===== src/rtl/uart_tx_serializer.sv =====
// -----------------------------------------------------------------------------
// uart_tx_serializer
//
// UART transmit engine behind the CPU TX valid/ready handshake. It accepts one
// byte per handshake and shifts it onto the TX pin as an 8N1 frame: a start
// bit, 8 data bits LSB first, then a stop bit. tx_ready (data_in_ready) is
// polled by software through bit 0 of the UART control register.
//
// Optional feature (compile-time macro): UART_TX_PARITY_EN
//   defined     : an even-parity symbol is inserted between the data bits and
//                 the stop bit (8E1, 11 symbols per frame).
//   not defined : plain 8N1, 10 symbols per frame, no parity logic at all.
//
// Parameters
//   CLOCK_FREQ    core clock frequency in Hz
//   BAUD_RATE     line rate in bits/s
//   SYMBOL_CYCLES CLOCK_FREQ / BAUD_RATE (integer division), must be >= 2
//
// Ports
//   clk            in   1  core clock, rising-edge active
//   rst            in   1  synchronous, active-high reset
//   data_in        in   8  byte to transmit
//   data_in_valid  in   1  producer asserts while data_in is valid
//   data_in_ready  out  1  high while idle (a byte can be accepted)
//   serial_out     out  1  TX line, idle-high, registered
//   busy_out       out  1  high while a frame is on the line
// -----------------------------------------------------------------------------
`timescale 1ns/1ps

module uart_tx_serializer #(
    parameter int CLOCK_FREQ = 125_000_000,
    parameter int BAUD_RATE  = 115_200
) (
    input  logic       clk,
    input  logic       rst,
    input  logic [7:0] data_in,
    input  logic       data_in_valid,
    output logic       data_in_ready,
    output logic       serial_out,
    output logic       busy_out
);

    localparam int SYMBOL_CYCLES = CLOCK_FREQ / BAUD_RATE;
    localparam int CNT_W         = $clog2(SYMBOL_CYCLES);

    localparam logic [CNT_W-1:0] CYC_ZERO = CNT_W'(0);
    localparam logic [CNT_W-1:0] CYC_ONE  = CNT_W'(1);
    localparam logic [CNT_W-1:0] CYC_LAST = CNT_W'(SYMBOL_CYCLES - 1);

`ifdef UART_TX_PARITY_EN
    typedef enum logic [2:0] {
        IDLE   = 3'd0,
        START  = 3'd1,
        DATA   = 3'd2,
        PARITY = 3'd3,
        STOP   = 3'd4
    } state_t;

    // Even parity: XOR of all data bits, so the total count of ones incl.
    // the parity bit is even.
    function automatic logic even_parity(input logic [7:0] d);
        return ^d;
    endfunction
`else
    typedef enum logic [2:0] {
        IDLE   = 3'd0,
        START  = 3'd1,
        DATA   = 3'd2,
        STOP   = 3'd4
    } state_t;
`endif

    state_t           state_r;
    logic [CNT_W-1:0] cyc_cnt_r;
    logic [2:0]       bit_cnt_r;
    logic [7:0]       shift_r;
`ifdef UART_TX_PARITY_EN
    logic             parity_r;
`endif
    logic             sym_end_s;

    // Last cycle of the current symbol; every state transition happens here.
    assign sym_end_s = (cyc_cnt_r == CYC_LAST);

    // Handshake status decoded straight from the state register.
    assign data_in_ready = (state_r == IDLE);
    assign busy_out      = (state_r != IDLE);

    // Frame sequencer: state, symbol timing, shift register and the TX line.
    // serial_out is loaded one edge ahead of the symbol it represents, so the
    // line changes exactly on symbol boundaries and never glitches.
    always_ff @(posedge clk) begin
        if (rst) begin
            state_r    <= IDLE;
            cyc_cnt_r  <= CYC_ZERO;
            bit_cnt_r  <= 3'd0;
            shift_r    <= 8'h00;
            serial_out <= 1'b1;
`ifdef UART_TX_PARITY_EN
            parity_r   <= 1'b0;
`endif
        end else begin
            case (state_r)
                IDLE: begin
                    serial_out <= 1'b1;
                    cyc_cnt_r  <= CYC_ZERO;
                    bit_cnt_r  <= 3'd0;
                    if (data_in_valid && data_in_ready) begin
                        shift_r    <= data_in;
`ifdef UART_TX_PARITY_EN
                        parity_r   <= even_parity(data_in);
`endif
                        serial_out <= 1'b0;
                        state_r    <= START;
                    end
                end

                START: begin
                    if (sym_end_s) begin
                        cyc_cnt_r  <= CYC_ZERO;
                        serial_out <= shift_r[0];
                        state_r    <= DATA;
                    end else begin
                        cyc_cnt_r  <= cyc_cnt_r + CYC_ONE;
                    end
                end

                DATA: begin
                    if (sym_end_s) begin
                        cyc_cnt_r <= CYC_ZERO;
                        if (bit_cnt_r == 3'd7) begin
                            bit_cnt_r  <= 3'd0;
`ifdef UART_TX_PARITY_EN
                            serial_out <= parity_r;
                            state_r    <= PARITY;
`else
                            serial_out <= 1'b1;
                            state_r    <= STOP;
`endif
                        end else begin
                            bit_cnt_r  <= bit_cnt_r + 3'd1;
                            shift_r    <= {1'b0, shift_r[7:1]};
                            // Next bit is shift_r[1] before the shift lands.
                            serial_out <= shift_r[1];
                        end
                    end else begin
                        cyc_cnt_r <= cyc_cnt_r + CYC_ONE;
                    end
                end

`ifdef UART_TX_PARITY_EN
                PARITY: begin
                    if (sym_end_s) begin
                        cyc_cnt_r  <= CYC_ZERO;
                        serial_out <= 1'b1;
                        state_r    <= STOP;
                    end else begin
                        cyc_cnt_r  <= cyc_cnt_r + CYC_ONE;
                    end
                end
`endif

                STOP: begin
                    serial_out <= 1'b1;
                    if (sym_end_s) begin
                        cyc_cnt_r <= CYC_ZERO;
                        state_r   <= IDLE;
                    end else begin
                        cyc_cnt_r <= cyc_cnt_r + CYC_ONE;
                    end
                end

                default: begin
                    state_r    <= IDLE;
                    cyc_cnt_r  <= CYC_ZERO;
                    bit_cnt_r  <= 3'd0;
                    serial_out <= 1'b1;
                end
            endcase
        end
    end

endmodule


===== config.mk =====
export PLATFORM = sky130hd
export DESIGN_NAME = uart_tx_serializer
export DESIGN_NICKNAME = d
export VERILOG_FILES = /design/src/rtl/uart_tx_serializer.sv
export SDC_FILE = /design/constraint.sdc
export NUM_CORES = 1
export LEC_CHECK = 0
export CAP_MARGIN = 20
export CORE_MARGIN = 8
export CORE_UTILIZATION = 35
export DETAILED_ROUTE_END_ITERATION = 7
export HOLD_SLACK_MARGIN = 0.15
export PLACE_DENSITY = 0.66
export RECOVER_POWER = 50
export SKIP_CTS_REPAIR_TIMING = 1
export SLEW_MARGIN = 40
export SYNTH_ARGS = -nofsm -noshare
export SYNTH_HDL_FRONTEND = slang
export SYNTH_SLANG_ARGS = --single-unit
export TNS_END_PERCENT = 1

===== constraint.sdc =====
create_clock -name clk -period 1.5 [get_ports clk]
set_input_delay 0.3 -clock clk [delete_from_list [all_inputs] [get_ports clk]]
set_output_delay 0.3 -clock clk [all_outputs]
set_load 0.02 [all_outputs]

==> impl_metrics.ini <==
[outcome]
outcome = finished, violations left
violations = negative setup slack

[clock_tree]
cts_tree = yes
clk_pin_slew_ns = 0.09
numCtsBuffers = 3
h-tree-depth = 1
clkSinkCount = 26
clockBufferDepth = 2
clk_latency_ns = 0.27
cts_root_buffer = clkbuf_8

[synth]
ys_seq_area_share_pct = 39.0
synth.area.top_cells = dfxtp_1 (39%), a221oi_1 (4.6%), xor2_1 (4.6%), nor2_1 (4.2%), a211oi_1 (3.9%)
synth.cell_area_um2 = 1340
synth_flop_cell = dfxtp_1
post-synth-top-count-cell = dfxtp_1
syn_inst = 147
yosysWarnings = 0
ys_ff_latch = 26
synth_async_sr_flop_share_pct = 0
yosys.area.top_type_share_pct = 39.0
postSynthAreaPerCell_um2 = 9.09
synth_edf_count = 0
synth_common_cells = dfxtp_1 (26), nor2_1 (15), inv_1 (12)
ys_types = 42
synth_nets = 162
synth_area_leader_cell = dfxtp_1

[power_and_ir_drop]
finalPower_mw = 1.40
vdd_drop_max_mv = 0.567
powerDensity_nw_per_um2 = 716
p_leak_nw = 0.755

[timing]
finalCriticalPeriod_ns = 1.67
fin_crit_sh_pct = 111
fin_ws_ns = -0.168
fin_skew_ns = 0.00207
tightest_slew_ns = 0.359
finalHoldViolCount = 0
setup_violations = 12
hold_slack_ns = 0.465
rsz0062_at_grt = true
slew_violations = 0
max_freq_mhz = 599
max_slew_margin_pct = 76.1

[routing]
postRouteAntennaNets = 0
drt-pass1-iter-count = 4
via_count = 1190
drc = 0
wl_per_cell_um = 13.5
routed_wl_um = 3240
avgViaCountPerCell = 4.98
drtIter0Drc = 61

[setup_path]
critPathKind = register to register
worstPathCellList = ha_2 -> ha_4 -> nand2b_4 -> nor4_4 -> o21ai_4 -> a221oi_1
path_delay_family = simple AND/OR/NAND/NOR gates
cp.buffers_inverters = 0
worst_setup_path_start_kind = register
setup.worst_path.end_class = register
arrival_ns = 1.85
slowest_delay_ns = 0.35
critical_path.slowest_cell = nor4_4
cp_max_fo = 7
worstPathRequired_ns = 1.68

[cells_and_area]
instances_no_fill = 239
area_delta_synth_final_pct = 46.4
design_area_um2 = 1960
fin_nets = 207
antenna_cells = 0
drive_gt1_share_pct = 35.6

[place]
placed_area_um2 = 1780
portBuffers = 13
gp_congestion = 0.787
place_ws_ns = -0.191
hpwl_um = 2370
placed_cells = 233

[floorplanning]
die-area_um2 = 6050
coreArea_um2 = 3660
die_w_um = 77.8
start_util_pct = 36.5
rows = 22
io_pins = 14
die_height_um = 77.8

[grt]
grt_util_all_layers_pct = 11.0
grt_max_degree = 18
antenna_found_initial = 0
gr-total-overflow = 0
grt_pass1_wl_um = 5500
first_global_vias = 1181

[worst_hold_path]
hold_class = register to register

[run]
cap_violations = 0
final timing paths:
kind / from / endpoint / slack (ns) / depth (start not counted)
worst max-delay path: bit_cnt_r[1] / shift_r[4] / -0.17 / 6
worst min-delay path: shift_r[0] / shift_r[0] / 0.46 / 2
worst max register to register: bit_cnt_r[1] / shift_r[4] / -0.17 / 6
worst min register to register: shift_r[0] / shift_r[0] / 0.46 / 2
report_power, final:
part | total (mW) | internal, mW | switching (mW)
clock network | 0.451 | 0.235 | 0.216
registers | 0.731 | 0.716 | 0.0153
logic | 0.219 | 0.111 | 0.108
total | 1.40 | 1.06 | 0.339
cells in the final DEF (no fill, tap or decap), types with 3 or more instances in the layout:
cell type / count
a221oi_2: 6
nor2b_1: 8
nand3_1: 3
buf_4: 31
inv_1: 10
a211oi_1: 7
nand2_1: 5
xnor2_1: 4
nand3b_1: 3
nor2_1: 14
clkbuf_8: 4
xor2_1: 7
dfxtp_2: 3
nand2b_1: 4
clkdlybuf4s50_1: 10
dfxtp_1: 23
state kept, by name, indices dropped and copies added, names as in the netlist:
name,count
bit_cnt_r,3
cyc_cnt_r,11
serial_out,1
shift_r,8
state_r,3
cell type report:
type,instances,area (µm²)
Multi-Input combinational cell,102,883
Inverter,12,45.0
Sequential cell,26,524
Timing Repair Buffer,47,389
Fill cell,329,1700
Clock buffer,4,55.1
Tap cell,48,60.1
logic make-up after synthesis:
| kind of cell | share of synthesized area, % |
|---|---|
| compound gates | 17.4 |
| xor+xnor | 7.21 |
| fa+ha+maj | 3.75 |
| buf+inv | 5.90 |
| flops | 39.0 |
| mux | 0.843 |
| simple gates | 25.9 |
per-stage QoR:
stage	utilization [%]	setup TNS, ns
2_1_floorplan	-	-1.65
3_3_place_gp	48.6	-0.934
3_5_place_dp	48.6	-2.33
4_1_cts	50.1	-3.40
5_1_grt	53.5	-2.38
6_report	53.5	-1.30
layer usage:
| layer | GRT usage [%] | vias to the layer above | wire (µm) |
|---|---|---|---|
| li1 | - | 610 | - |
| met1 | 11.4 | 558 | 1320 |
| met2 | 20.3 | 17 | 1770 |
| met3 | 3.00 | 5 | 101 |
| met4 | 4.53 | 0 | 45 |
| met5 | 0 | - | 0 |
worst min-delay path, delay by kind of cell (launching register included):
family                 cells  cell delay (ns)
flip-flops                 1             0.31
buffers and inverters      1             0.06
AO/OA/AOI/OAI              1             0.05
No activity file was read; power rests on OpenSTA's default activity.
==> RTL change 1 (config.mk and constraints unchanged) <==
Add a define of `UART_TX_PARITY_EN`.
--- a/src/rtl/uart_tx_serializer.sv
+++ b/src/rtl/uart_tx_serializer.sv
@@ -27,4 +27,6 @@
 // -----------------------------------------------------------------------------
 `timescale 1ns/1ps
+
+`define UART_TX_PARITY_EN
 
 module uart_tx_serializer #(
Function: same outputs for any inputs over 10 cycles, from zero or initial values and one cycle with rst high; that may be too few to reach the edited logic, so the function may still have changed.
==> RTL change 1 against the original RTL <==
- the run still ends with setup timing left
- area after synthesis up 4.5%
- sequential cell count is 1 higher
- worst setup slack gained 0.016 ns
- cell area decreased by 3.4%
- non-clock buffer count is 2 lower
- die area is 3.6% higher
- routed wire length increased by 1.2%
- total power up 2.2%
- largest power group unchanged
==> RTL change 1: results (changes against the original RTL) <==
Top delay family on crit path=compound AO/OA/AOI/OAI gates; multiplexer share of the synthesized area=0.717% (-0.13 points); dpl hpwl=2440 um (+3.2%); final setup fails=21 (+9); DR iter-0 viols=45 (-26%); fin worst setup slack=-0.153 ns (+0.0156 ns); Post-Synth XOR/XNOR Area=10.7% (+3.5 points); CP Launch Point=cyc_cnt_r[7]$_SDFF_PP0_; Int Pwr=1060 uW (-0.48%); Synth Area in Adders=3.58% (-0.16 points); met2 wire len=1720 um (-2.7%); top post-synthesis cells by count=dfxtp_1, nor2_1, a21oi_1, nand3b_1, xor2_1; Unique masters post-synth=41 (-2.4%); Post-Syn Nets=166 (+2.5%); layout cells sized above 1=28.9% (-6.7 points); outcome=complete, but fails checks; met3 wire len=113 um (+12%); Worst slew margin=78.0% (+2.0 points); Seq/Total Area, Yosys=38.7% (-0.24 points); Setup TNS Final=-2.16 ns (-0.853 ns); Critical-path top delay cell=or4b_4; Power Density=757 mW/mm^2 (+5.7%); layout net count=206 (-0.48%); routing usage on met2=19.4% (-0.91 points); post-synthesis compound-gate area fraction=14.3% (-3.1 points); Seq. pwr=762 uW (+4.2%); filler cell count=381 (+16%); GPL Wtd Cong=0.801 (+1.9%); Critical Path End=bit_cnt_r[1]$_SDFFE_PP0P_; pre-CTS setup slack=-0.179 ns (+0.0120 ns); M3 GR Usage=2.26% (-0.74 points); first-pass GRT wire length=5510 um (+0.25%); vias in the first global route=1,315 (+11%); ranking of synthesized cells by area=dfxtp_1, xor2_1, xnor2_1, nand3b_1, a32oi_1; GRT met1 Usage=11.7% (+0.32 points); Critical Path Fanout Max=3 (-4); Arrival @ worst endpoint=1.82 ns (-0.03 ns); failing checks=setup timing
==> RTL change 1: changes by cell type after synthesis, sizes merged, moves of 3 or more <==
cell and delta:
a32oi +7, a221oi -7, nand2 -3, nand4 +4, inv -8, a21oi +9, xnor2 +4, nor2b -5
nand3b +6, a211oi -5, nand2b -3
==> RTL change 1: layout make-up <==
type / count / area [sq um] / area share (%)
Clock buffer: 3 / 41.3 / 2.18
Clock inverter: 1 / 7.51 / 0.397
Timing Repair Buffer: 45 / 360 / 19.1
Multi-Input combinational cell: 110 / 860 / 45.5
Sequential cell: 27 / 544 / 28.8
Tap cell: 50 / 62.6 / 3.31
Inverter: 4 / 15.0 / 0.794
==> RTL change 1: metrics by stage <==
step,area [sq um],instances,hold slack (ns)
6_report,1890,240,0.497
3_3_place_gp,1790,236,0.469
3_5_place_dp,1790,236,0.472
2_1_floorplan,1410,151,0.449
5_1_grt,1890,240,0.518
4_1_cts,1840,240,0.494
==> RTL change 2 (same settings) <==
Without the edit above. Re-encode `state_t` (4 states) as one-hot, 4 bits wide.
--- a/src/rtl/uart_tx_serializer.sv
+++ b/src/rtl/uart_tx_serializer.sv
@@ -63,9 +63,9 @@
     endfunction
 `else
-    typedef enum logic [2:0] {
-        IDLE   = 3'd0,
-        START  = 3'd1,
-        DATA   = 3'd2,
-        STOP   = 3'd4
+    typedef enum logic [3:0] {
+        IDLE   = 4'b0001,
+        START  = 4'b0010,
+        DATA   = 4'b0100,
+        STOP   = 4'b1000
     } state_t;
 `endif
Function: same outputs for any inputs over 10 cycles, from zero or initial values and one cycle with rst high; not proved beyond that.
==> RTL change 2 against the original RTL <==
- the run still ends with setup timing left
- cell area grew 0.26%
- sequential cell count grew 1
- sequential share of layout area grew 1.3 points
- total power grew 3.4%
- via count shrank 2.5%
- clock skew grew 0.0073 ns
- area after synthesis grew 14%
- non-clock buffer count shrank 6
- critical path depth shrank 1
- routed wire length shrank 10%
- worst setup slack gained 0.0073 ns
- largest cell class unchanged
- highest routed layer unchanged
==> RTL change 2: results (changes against the original RTL) <==
reg-to-reg startpoint=bit_cnt_r[0]$_SDFFE_PP0P_; IO buf count=13 (unchanged); layout net count=204 (-1.4%); Seq/Total Area, Yosys=35.6% (-3.4 points); Arrival @ worst endpoint=1.84 ns; cells on worst reg2reg path=5 (-1); antenna violations before repair=0 (unchanged); Yosys warning count=0 (unchanged); Setup TNS Final=-1.80 ns (-0.499 ns); Clock Skews=0.00942 ns (+0.00734 ns); vias=1,160 (-2.5%); Min-Delay Startpoint=bit_cnt_r[1]$_SDFFE_PP0P_; biggest regs=cyc_cnt_r x11, shift_r x8, state_r x4; pre-CTS setup slack=-0.164 ns (+0.0270 ns); CTS Buf Count=3 (unchanged); Worst Hold Class=flip-flop to flip-flop; GRT Total Usage=9.16% (-1.8 points); GPL Wtd Cong=0.754 (-4.2%); ys async rst share=0% (unchanged); outcome=complete, but fails checks; failing checks=setup timing; diode count=0 (unchanged); CP peak stage delay=0.36 ns; leak pwr=0.000780 uW (+3.3%); filler cell count=415 (+26%); Critical Path Fanout Max=8 (+1); clk root buf=clkbuf_8; layout cells sized above 1=38.8% (+3.2 points); WL/cell=12.1 um (-11%); Post-Syn Nets=167 (+3.1%); DR iter-0 viols=77 (+26%); Unique masters post-synth=38 (-9.5%); Area after DPL=0.00186 sq mm (+4.6%); reg2reg end=shift_r[5]$_SDFFE_PP0P_; vias in the first global route=1,129 (-4.4%); CTS HTree Levels=1 (unchanged); Worst Hold End=bit_cnt_r[1]$_SDFFE_PP0P_; leading area contributor after synthesis=dfxtp_1; insertion delay to the later sink of the worst-skew pair=0.28 ns; Clock Pin Slew Worst Setup and Hold Paths=approximately 0.1 ns; Worst slew margin=74.6% (-1.5 points); Worst Hold Depth=2 (unchanged); ranking of synthesized cells by area=dfxtp_1, mux2_4, mux2i_1, nor2_4, xor2_1; Worst VDD drop=0.348 mV (-39%); fin worst setup slack=-0.161 ns (+0.00732 ns); first-pass GRT wire length=4940 um (-10%); final setup fails=22 (+10); Critical-path top delay cell=dfxtp_2; largest net degree at the start of global routing=16 (-2); Top delay family on crit path=flip-flops; dpl hpwl=2120 um (-10%); First-pass DRT Iterations=4 (unchanged); top post-synthesis cells by count=dfxtp_1, nand2_1, nor2_1, mux2i_1, nor2b_1; CTS Buffer Depth=2 (unchanged)
==> RTL change 2: cell count changes in the layout (fill, tap and decap cells not counted), moves of 5 or more <==
cell	unedited run	this run
dfxtp_1	23	18
o21ai_0	1	6
mux2i_1	0	9
buf_4	31	26
dfxtp_2	3	9
nand2_1	5	10
mux2_4	0	7
a221oi_2	6	0
a211oi_1	7	0
nor2_4	1	8
==> RTL change 2: cell families after synthesis <==
kind of cell    Yosys count  synth area share [%]
fa+ha+maj                 4                  3.29
compound gates           17                  8.31
simple gates             63                  27.7
mux                      16                  12.8
flops                    27                  35.6
buf+inv                  15                  6.50
xor+xnor                 10                  5.76
==> RTL change 2: worst min-delay path: stages (launching register included) <==
cell and delay (ns):
dfxtp_2 0.34, nand2_1 0.05, o21ai_0 0.06
==> RTL change 2: worst max path at each step <==
stage,from,end
finish,bit_cnt_r[0]$_SDFFE_PP0P_,shift_r[5]$_SDFFE_PP0P_
floorplan,state_r[1]$_SDFFE_PP0P_,shift_r[0]$_SDFFE_PP0P_
CTS,state_r[1]$_SDFFE_PP0P_,data_in_ready
detailed placement,bit_cnt_r[0]$_SDFFE_PP0P_,shift_r[4]$_SDFFE_PP0P_
global placement,data_in_valid,shift_r[5]$_SDFFE_PP0P_
global route,bit_cnt_r[0]$_SDFFE_PP0P_,shift_r[5]$_SDFFE_PP0P_
==> RTL change 2: area by class of cell <==
cell class              instances  area (sq um)  area share, %
clock buffers                   3          41.3           2.10
clock inverters                 1          5.00          0.255
inverters                       6          22.5           1.15
multi-input cells             110           941           48.0
flip-flops and latches         27           552           28.1
well taps                      52          65.1           3.32
repair buffers                 41           335           17.1
==> RTL change 2: per-layer routing <==
metal,vias to the layer above,GRT usage [%],part of all wire [%],wire (um)
met1,551,11.3,49,1430
met5,-,0,0,0
met4,0,4.74,2.0,59
met3,5,1.53,2.8,80
li1,592,-,-,-
met2,12,14.9,46,1330
==> RTL change 2: per-stage QoR <==
step	instances	total power [uW]	hold slack, ns
finish	240	1450	0.488
global route	240	1520	0.546
CTS	240	1480	0.474
detailed placement	236	1050	0.459
global placement	236	1050	0.456
floorplan	152	951	0.430
==> RTL change 2: report_power, final <==
part | internal [uW] | switching (uW)
clock | 186 | 232
sequential | 747 | 24.1
combinational | 146 | 112
total | 1080 | 368
